===== config.mk =====
export PLATFORM = sky130hd
export DESIGN_NAME = lut_layer_pipe_flat
export DESIGN_NICKNAME = d
export VERILOG_FILES = /design/src/rtl/lut_layer_pipe_pkg.sv /design/src/rtl/lut_layer_pipe_if.sv /design/src/rtl/lut_table_ram.sv /design/src/rtl/lut_layer_pipe.sv /design/src/flat_wrapper.sv
export SDC_FILE = /design/constraint.sdc
export NUM_CORES = 2
export LEC_CHECK = 0
export ABC_AREA = 1
export CAP_MARGIN = 15
export CORE_UTILIZATION = 65
export DETAILED_ROUTE_END_ITERATION = 6
export PLACE_DENSITY_LB_ADDON = 0.05
export SLEW_MARGIN = 20
export SYNTH_ARGS = -nofsm -noshare
export SYNTH_HDL_FRONTEND = slang
export SYNTH_SLANG_ARGS = --single-unit

===== constraint.sdc =====
create_clock -name clk -period 4.4 [get_ports clk]
set_input_delay 1.32 -clock clk [delete_from_list [all_inputs] [get_ports clk]]
set_output_delay 1.32 -clock clk [all_outputs]
set_load 0.02 [all_outputs]

===== src/rtl/lut_layer_pipe_pkg.sv =====
// Shared types for the LUT layer pipeline: sequencer states and the
// channel-select width helper.
package lut_layer_pipe_pkg;

   typedef enum logic [1:0] {
      RUN   = 2'd0,
      DRAIN = 2'd1,
      LOAD  = 2'd2
   } state_t;

   // A single-channel build still needs a 1-bit select port.
   function automatic int ch_width(input int n_ch);
      return (n_ch > 1) ? $clog2(n_ch) : 1;
   endfunction

endpackage


===== src/rtl/lut_layer_pipe_if.sv =====
// Stream-in, stream-out and table-configuration signals of the LUT layer.
interface lut_layer_pipe_if
   import lut_layer_pipe_pkg::*;
#(
   parameter int N_CH     = 4,
   parameter int IN_BITS  = 8,
   parameter int OUT_BITS = 1
) ();

   localparam int CH_W = ch_width(N_CH);

   logic                     s_valid;
   logic                     s_ready;
   logic [N_CH*IN_BITS-1:0]  s_data;
   logic                     m_valid;
   logic                     m_ready;
   logic [N_CH*OUT_BITS-1:0] m_data;
   logic                     cfg_req;
   logic                     cfg_ready;
   logic                     cfg_we;
   logic [CH_W-1:0]          cfg_ch;
   logic [IN_BITS-1:0]       cfg_addr;
   logic [OUT_BITS-1:0]      cfg_data;

   modport slave (
      input  s_valid, s_data, m_ready, cfg_req, cfg_we, cfg_ch, cfg_addr, cfg_data,
      output s_ready, m_valid, m_data, cfg_ready
   );

   modport master (
      output s_valid, s_data, m_ready, cfg_req, cfg_we, cfg_ch, cfg_addr, cfg_data,
      input  s_ready, m_valid, m_data, cfg_ready
   );

endinterface


===== src/rtl/lut_table_ram.sv =====
// One channel's lookup table: single write port, registered read whose
// output register doubles as that channel's slice of the output stage.
module lut_table_ram #(
   parameter int IN_BITS  = 8,
   parameter int OUT_BITS = 1
) (
   input  logic                clk,
   input  logic                rst,
   input  logic                we,
   input  logic [IN_BITS-1:0]  waddr,
   input  logic [OUT_BITS-1:0] wdata,
   input  logic                re,
   input  logic [IN_BITS-1:0]  raddr,
   output logic [OUT_BITS-1:0] rdata
);

   logic [OUT_BITS-1:0] mem [2**IN_BITS];

   // Table storage is deliberately left out of reset so contents survive rst.
   always_ff @(posedge clk) begin
      if (we) mem[waddr] <= wdata;
   end

   always_ff @(posedge clk) begin
      if (rst)     rdata <= '0;
      else if (re) rdata <= mem[raddr];
   end

endmodule


===== src/rtl/lut_layer_pipe.sv =====
// Two-stage LUT neuron layer with a RUN/DRAIN/LOAD sequencer that empties the
// pipeline before the tables may be rewritten.
module lut_layer_pipe
   import lut_layer_pipe_pkg::*;
#(
   parameter int N_CH     = 4,
   parameter int IN_BITS  = 8,
   parameter int OUT_BITS = 1
) (
   input  logic             clk,
   input  logic             rst,
   lut_layer_pipe_if.slave  bus
);

   localparam int CH_W = ch_width(N_CH);

   state_t                   state, state_nxt;
   logic                     s1_valid;
   logic [N_CH*IN_BITS-1:0]  s1_addr;
   logic                     m_valid_r;
   logic [N_CH*OUT_BITS-1:0] rd_data;
   logic                     adv;
   logic                     cfg_wr;

   assign adv           = !m_valid_r || bus.m_ready;
   assign bus.s_ready   = adv && (state == RUN);
   assign bus.cfg_ready = (state == LOAD);
   assign bus.m_valid   = m_valid_r;
   assign bus.m_data    = rd_data;
   assign cfg_wr        = bus.cfg_we && (state == LOAD);

   always_ff @(posedge clk) begin
      if (rst) state <= RUN;
      else     state <= state_nxt;
   end

   // A dropped request wins over a finished drain: no load window opens.
   always_comb begin
      state_nxt = state;
      case (state)
         RUN:     if (bus.cfg_req) state_nxt = DRAIN;
         DRAIN: begin
            if (!bus.cfg_req)                 state_nxt = RUN;
            else if (!s1_valid && !m_valid_r) state_nxt = LOAD;
         end
         LOAD:    if (!bus.cfg_req) state_nxt = RUN;
         default: state_nxt = RUN;
      endcase
   end

   always_ff @(posedge clk) begin
      if (rst) begin
         s1_valid  <= 1'b0;
         s1_addr   <= '0;
         m_valid_r <= 1'b0;
      end else if (adv) begin
         s1_valid  <= bus.s_valid && bus.s_ready;
         if (bus.s_valid && bus.s_ready) s1_addr <= bus.s_data;
         m_valid_r <= s1_valid;
      end
   end

   // Out-of-range channel selects match no table and are dropped.
   for (genvar c = 0; c < N_CH; c++) begin : g_ch
      localparam logic [CH_W-1:0] CH_IDX = CH_W'(c);

      lut_table_ram #(
         .IN_BITS  (IN_BITS),
         .OUT_BITS (OUT_BITS)
      ) u_table (
         .clk   (clk),
         .rst   (rst),
         .we    (cfg_wr && (bus.cfg_ch == CH_IDX)),
         .waddr (bus.cfg_addr),
         .wdata (bus.cfg_data),
         .re    (adv && s1_valid),
         .raddr (s1_addr[c*IN_BITS +: IN_BITS]),
         .rdata (rd_data[c*OUT_BITS +: OUT_BITS])
      );
   end

endmodule


===== src/flat_wrapper.sv =====
// flat-port wrapper written by rule: the top's interface ports become plain ports
module lut_layer_pipe_flat import lut_layer_pipe_pkg::*;
#(
   parameter int N_CH     = 4,
   parameter int IN_BITS  = 8,
   parameter int OUT_BITS = 1
)
  (clk, rst, bus_s_valid, bus_s_data, bus_m_ready, bus_cfg_req, bus_cfg_we, bus_cfg_ch, bus_cfg_addr, bus_cfg_data, bus_s_ready, bus_m_valid, bus_m_data, bus_cfg_ready);
  lut_layer_pipe_if #(.N_CH(N_CH), .IN_BITS(IN_BITS), .OUT_BITS(OUT_BITS)) bus_i ();
  input  logic clk;
  input  logic rst;
  input wire logic [$bits(bus_i.s_valid)-1:0] bus_s_valid;
  input wire logic [$bits(bus_i.s_data)-1:0] bus_s_data;
  input wire logic [$bits(bus_i.m_ready)-1:0] bus_m_ready;
  input wire logic [$bits(bus_i.cfg_req)-1:0] bus_cfg_req;
  input wire logic [$bits(bus_i.cfg_we)-1:0] bus_cfg_we;
  input wire logic [$bits(bus_i.cfg_ch)-1:0] bus_cfg_ch;
  input wire logic [$bits(bus_i.cfg_addr)-1:0] bus_cfg_addr;
  input wire logic [$bits(bus_i.cfg_data)-1:0] bus_cfg_data;
  output wire logic [$bits(bus_i.s_ready)-1:0] bus_s_ready;
  output wire logic [$bits(bus_i.m_valid)-1:0] bus_m_valid;
  output wire logic [$bits(bus_i.m_data)-1:0] bus_m_data;
  output wire logic [$bits(bus_i.cfg_ready)-1:0] bus_cfg_ready;
  assign bus_i.s_valid = bus_s_valid;
  assign bus_i.s_data = bus_s_data;
  assign bus_i.m_ready = bus_m_ready;
  assign bus_i.cfg_req = bus_cfg_req;
  assign bus_i.cfg_we = bus_cfg_we;
  assign bus_i.cfg_ch = bus_cfg_ch;
  assign bus_i.cfg_addr = bus_cfg_addr;
  assign bus_i.cfg_data = bus_cfg_data;
  assign bus_s_ready = bus_i.s_ready;
  assign bus_m_valid = bus_i.m_valid;
  assign bus_m_data = bus_i.m_data;
  assign bus_cfg_ready = bus_i.cfg_ready;
  lut_layer_pipe #(.N_CH(N_CH), .IN_BITS(IN_BITS), .OUT_BITS(OUT_BITS)) u_core (.clk(clk), .rst(rst), .bus(bus_i));
endmodule

==> out/qor.csv <==
stage,metric,value,unit
clock_network,cts_resized,2,
yosys,synthesis.instances,4970,
cells_and_area,multi_input_area,14600,um^2
yosys,synth_top_area_share,64.2,%
cells_and_area,regArea,31600,um^2
clock_network,cts_root_buf,clkbuf_16,
pwr,vdd_drop_max,0.000581,V
timing,finalCritPeriodShare,97.6,%
yosys,yosysMostFrequentCell,nand2_1,
pwr,finalPower,22.8,mW
yosys,ys_top_cells_by_count,"nand2_1 (1335), nor2_1 (1101), edfxtp_1 (1024), nand3_1 (1009), clkbuf_1 (166)",
yosys,synth.distinct_cells,18,
timing,layout_setup_ws,104,ps
clock_network,cts_buffers,108,
route,route.vias.total,38883,
clock_network,ctsHoldBuffers,0,
timing,period_minus_slack,4300,ps
floorplan,initial_core_util,65.7,%
clock_network,cts_tree,done,
yosys,synth_seq_cells,1064,
pwr,powerDensity,428,nW/um^2
timing,hold_viol,0,
clock_network,clk_pin_slew,60,ps
yosys,synth_top_area_cell,edfxtp_1,
hold_path,hold_path_class,flop to flop,
cells_and_area,fin_nets,4964,
clock_network,cts_setup_buffers,0,
route,drt-total-wl,160,mm
timing,relSlewSlack,28.8,%
timing,maxSlewViolCount,0,
clock_network,clkSinkCount,1064,
floorplan,die_w,273,um
floorplan,ios,56,
yosys,netlist_top_cells_area,"edfxtp_1 (64%), nand3_1 (11%), nand2_1 (10%), nor2_1 (8.6%), dfxtp_1 (1.7%)",
global_route,grt_max_degree,150,
cells_and_area,drive_gt1_share,6.81,%
route,dr.pass1.iters,7,
critical_path,endpoint_kind,output pin,
critical_path,worstPathRequired,3080,ps
placement,io_buffers,55,
route,wl_per_cell,26.9,um
yosys,synth_edf_count,1024,
yosys,synthFlopType,edfxtp_1,
critical_path,arrival,2980,ps
timing,setup_tns,0,ps
global_route,grt_usage,43.1,%
floorplan,fp.coreArea,73000,um^2
timing,setup_viol,0,
cells_and_area,area.growth.synth_to_final,11.1,%
placement,place.gp.congestion,0.941,
critical_path,start_kind,primary input,
placement,pre_cts_ws,-208,ps
route,drc,3,
clock_network,cts_max_path_buffers,3,
floorplan,rows,99,
cells_and_area,final_cell_area,53200,um^2
floorplan,die_h,273,um
clock_network,h-tree-depth,3,
yosys,synthArstFlopShare,0,%
run_status,status,finished with violations,
yosys,ys_seq_area_share,65.9,%
yosys,synth_area,47900,um^2
flow_run,maxCapViolations,0,
timing,rsz0062_at_grt,false,
critical_path,path_class,primary input to output pin,
yosys,ys.warnings.count,0,
route,routed_via_density,6.53,
critical_path,path_max_fanout,2,
timing,fin_skew,17.4,ps
timing,worst_pin_slew,1070,ps
route,ant_nets,0,
timing,whs,492,ps
placement,hpwl,89.6,mm
global_route,grt_pass1_vias,35776,
floorplan,dieArea,74800,um^2
global_route,antenna_found_initial,2,
cells_and_area,nFillCells,5332,
global_route,grt.overflow.total,0,
pwr,p_leak,17.5,nW
yosys,synthesis.nets,5019,
yosys,avgSynthCellArea,9.64,um^2
placement,dpl_cell_area,49800,um^2
clock_network,worstSkewPairLatency,690,ps
global_route,grt_pass1_wl,230,mm
timing,fmax,233,MHz
run_status,violations,DRC,
route,drtIter0Drc,7086,
[flip-flops by register name, indices dropped and copies added (netlist names)]
register / count
u_core.g_ch.u_table.mem: 1024
u_core.s1_addr: 32
u_core.g_ch.u_table.rdata: 4
u_core.state: 2
u_core.bus.m_valid: 1
u_core.s1_valid: 1
[logic make-up (layout without fill, tap and decap cells)]
| logic type | count (synthesis) | after routing | synth area share, % |
|---|---|---|---|
| AND/OR/NAND/NOR | 3450 | 3450 | 29.7 |
| flip-flops | 1064 | 1064 | 65.9 |
| buffers and inverters | 422 | 447 | 3.93 |
| AO/OA/AOI/OAI | 34 | 34 | 0.522 |
| other | 0 | 1 | 0 |
[stage by stage]
| step | utilization [%] | cells |
|---|---|---|
| after floorplan | - | 4970 |
| after global placement | 68.3 | 5764 |
| after detailed placement | 68.3 | 5764 |
| after CTS | 72.9 | 5954 |
| after global routing | 72.9 | 5954 |
| final | 72.9 | 5955 |
[worst paths after layout]
check | to | cells past startpoint | slack [ps] | start
setup reg to reg | u_core.g_ch[0].u_table.rdata | 13 | 800 | u_core.s1_addr[1]
setup / recovery | bus_s_ready | 5 | 100 | bus_m_ready
hold reg to reg | u_core.s1_addr[15] | 2 | 490 | u_core.s1_addr[15]
hold / removal | u_core.s1_addr[15] | 2 | 490 | u_core.s1_addr[15]
[cell type report]
class | count | area share (%)
Tap cell | 959 | 2.25
Antenna cell | 1 | 0.00470
Inverter | 51 | 0.402
Clock buffer | 148 | 5.55
Multi-Input combinational cell | 3484 | 27.4
Sequential cell | 1064 | 59.4
Clock inverter | 42 | 0.842
Timing Repair Buffer | 206 | 4.20
[report_power, final]
group          internal (mW)  leakage [nW]  switching [mW]
Sequential              11.1          9.54          0.0511
Combinational          0.594          6.26            1.95
Clock                   5.23          1.66            3.81
[layer usage]
| layer | track usage (%) | up-vias | wire length [um] |
|---|---|---|---|
| met2 | 61.7 | 3300 | 67700 |
| met3 | 13.0 | 677 | 27000 |
| li1 | - | 16685 | - |
| met5 | 0 | - | 13 |
| met4 | 23.3 | 2 | 9790 |
| met1 | 59.4 | 18219 | 55500 |
[worst max-delay path, stage by stage]
cell             delay, ps
clkdlybuf4s50_1        470
nor2_1                  80
nor3_4                 540
buf_4                  230
dlygate4sd2_1          330
[placed cells by master (no fill, tap or decap), drive strengths merged]
| master | synthesis | layout |
|---|---|---|
| nand2 | 1335 | 1335 |
| clkbuf | 166 | 148 |
| bufinv | 0 | 10 |
| inv | 43 | 41 |
| clkinvlp | 0 | 1 |
| and3 | 1 | 1 |
| dfxtp | 40 | 40 |
| nand3 | 1009 | 1009 |
| a21oi | 2 | 2 |
| clkinv | 8 | 41 |
| diode | 0 | 1 |
| nor4 | 1 | 1 |
| nor2 | 1101 | 1101 |
| edfxtp | 1024 | 1024 |
| dlygate4sd2 | 0 | 1 |
| nor3 | 3 | 3 |
| a211oi | 32 | 32 |
| buf | 205 | 153 |
| clkdlybuf4s50 | 0 | 52 |
Power figures use the tool's default switching activity.
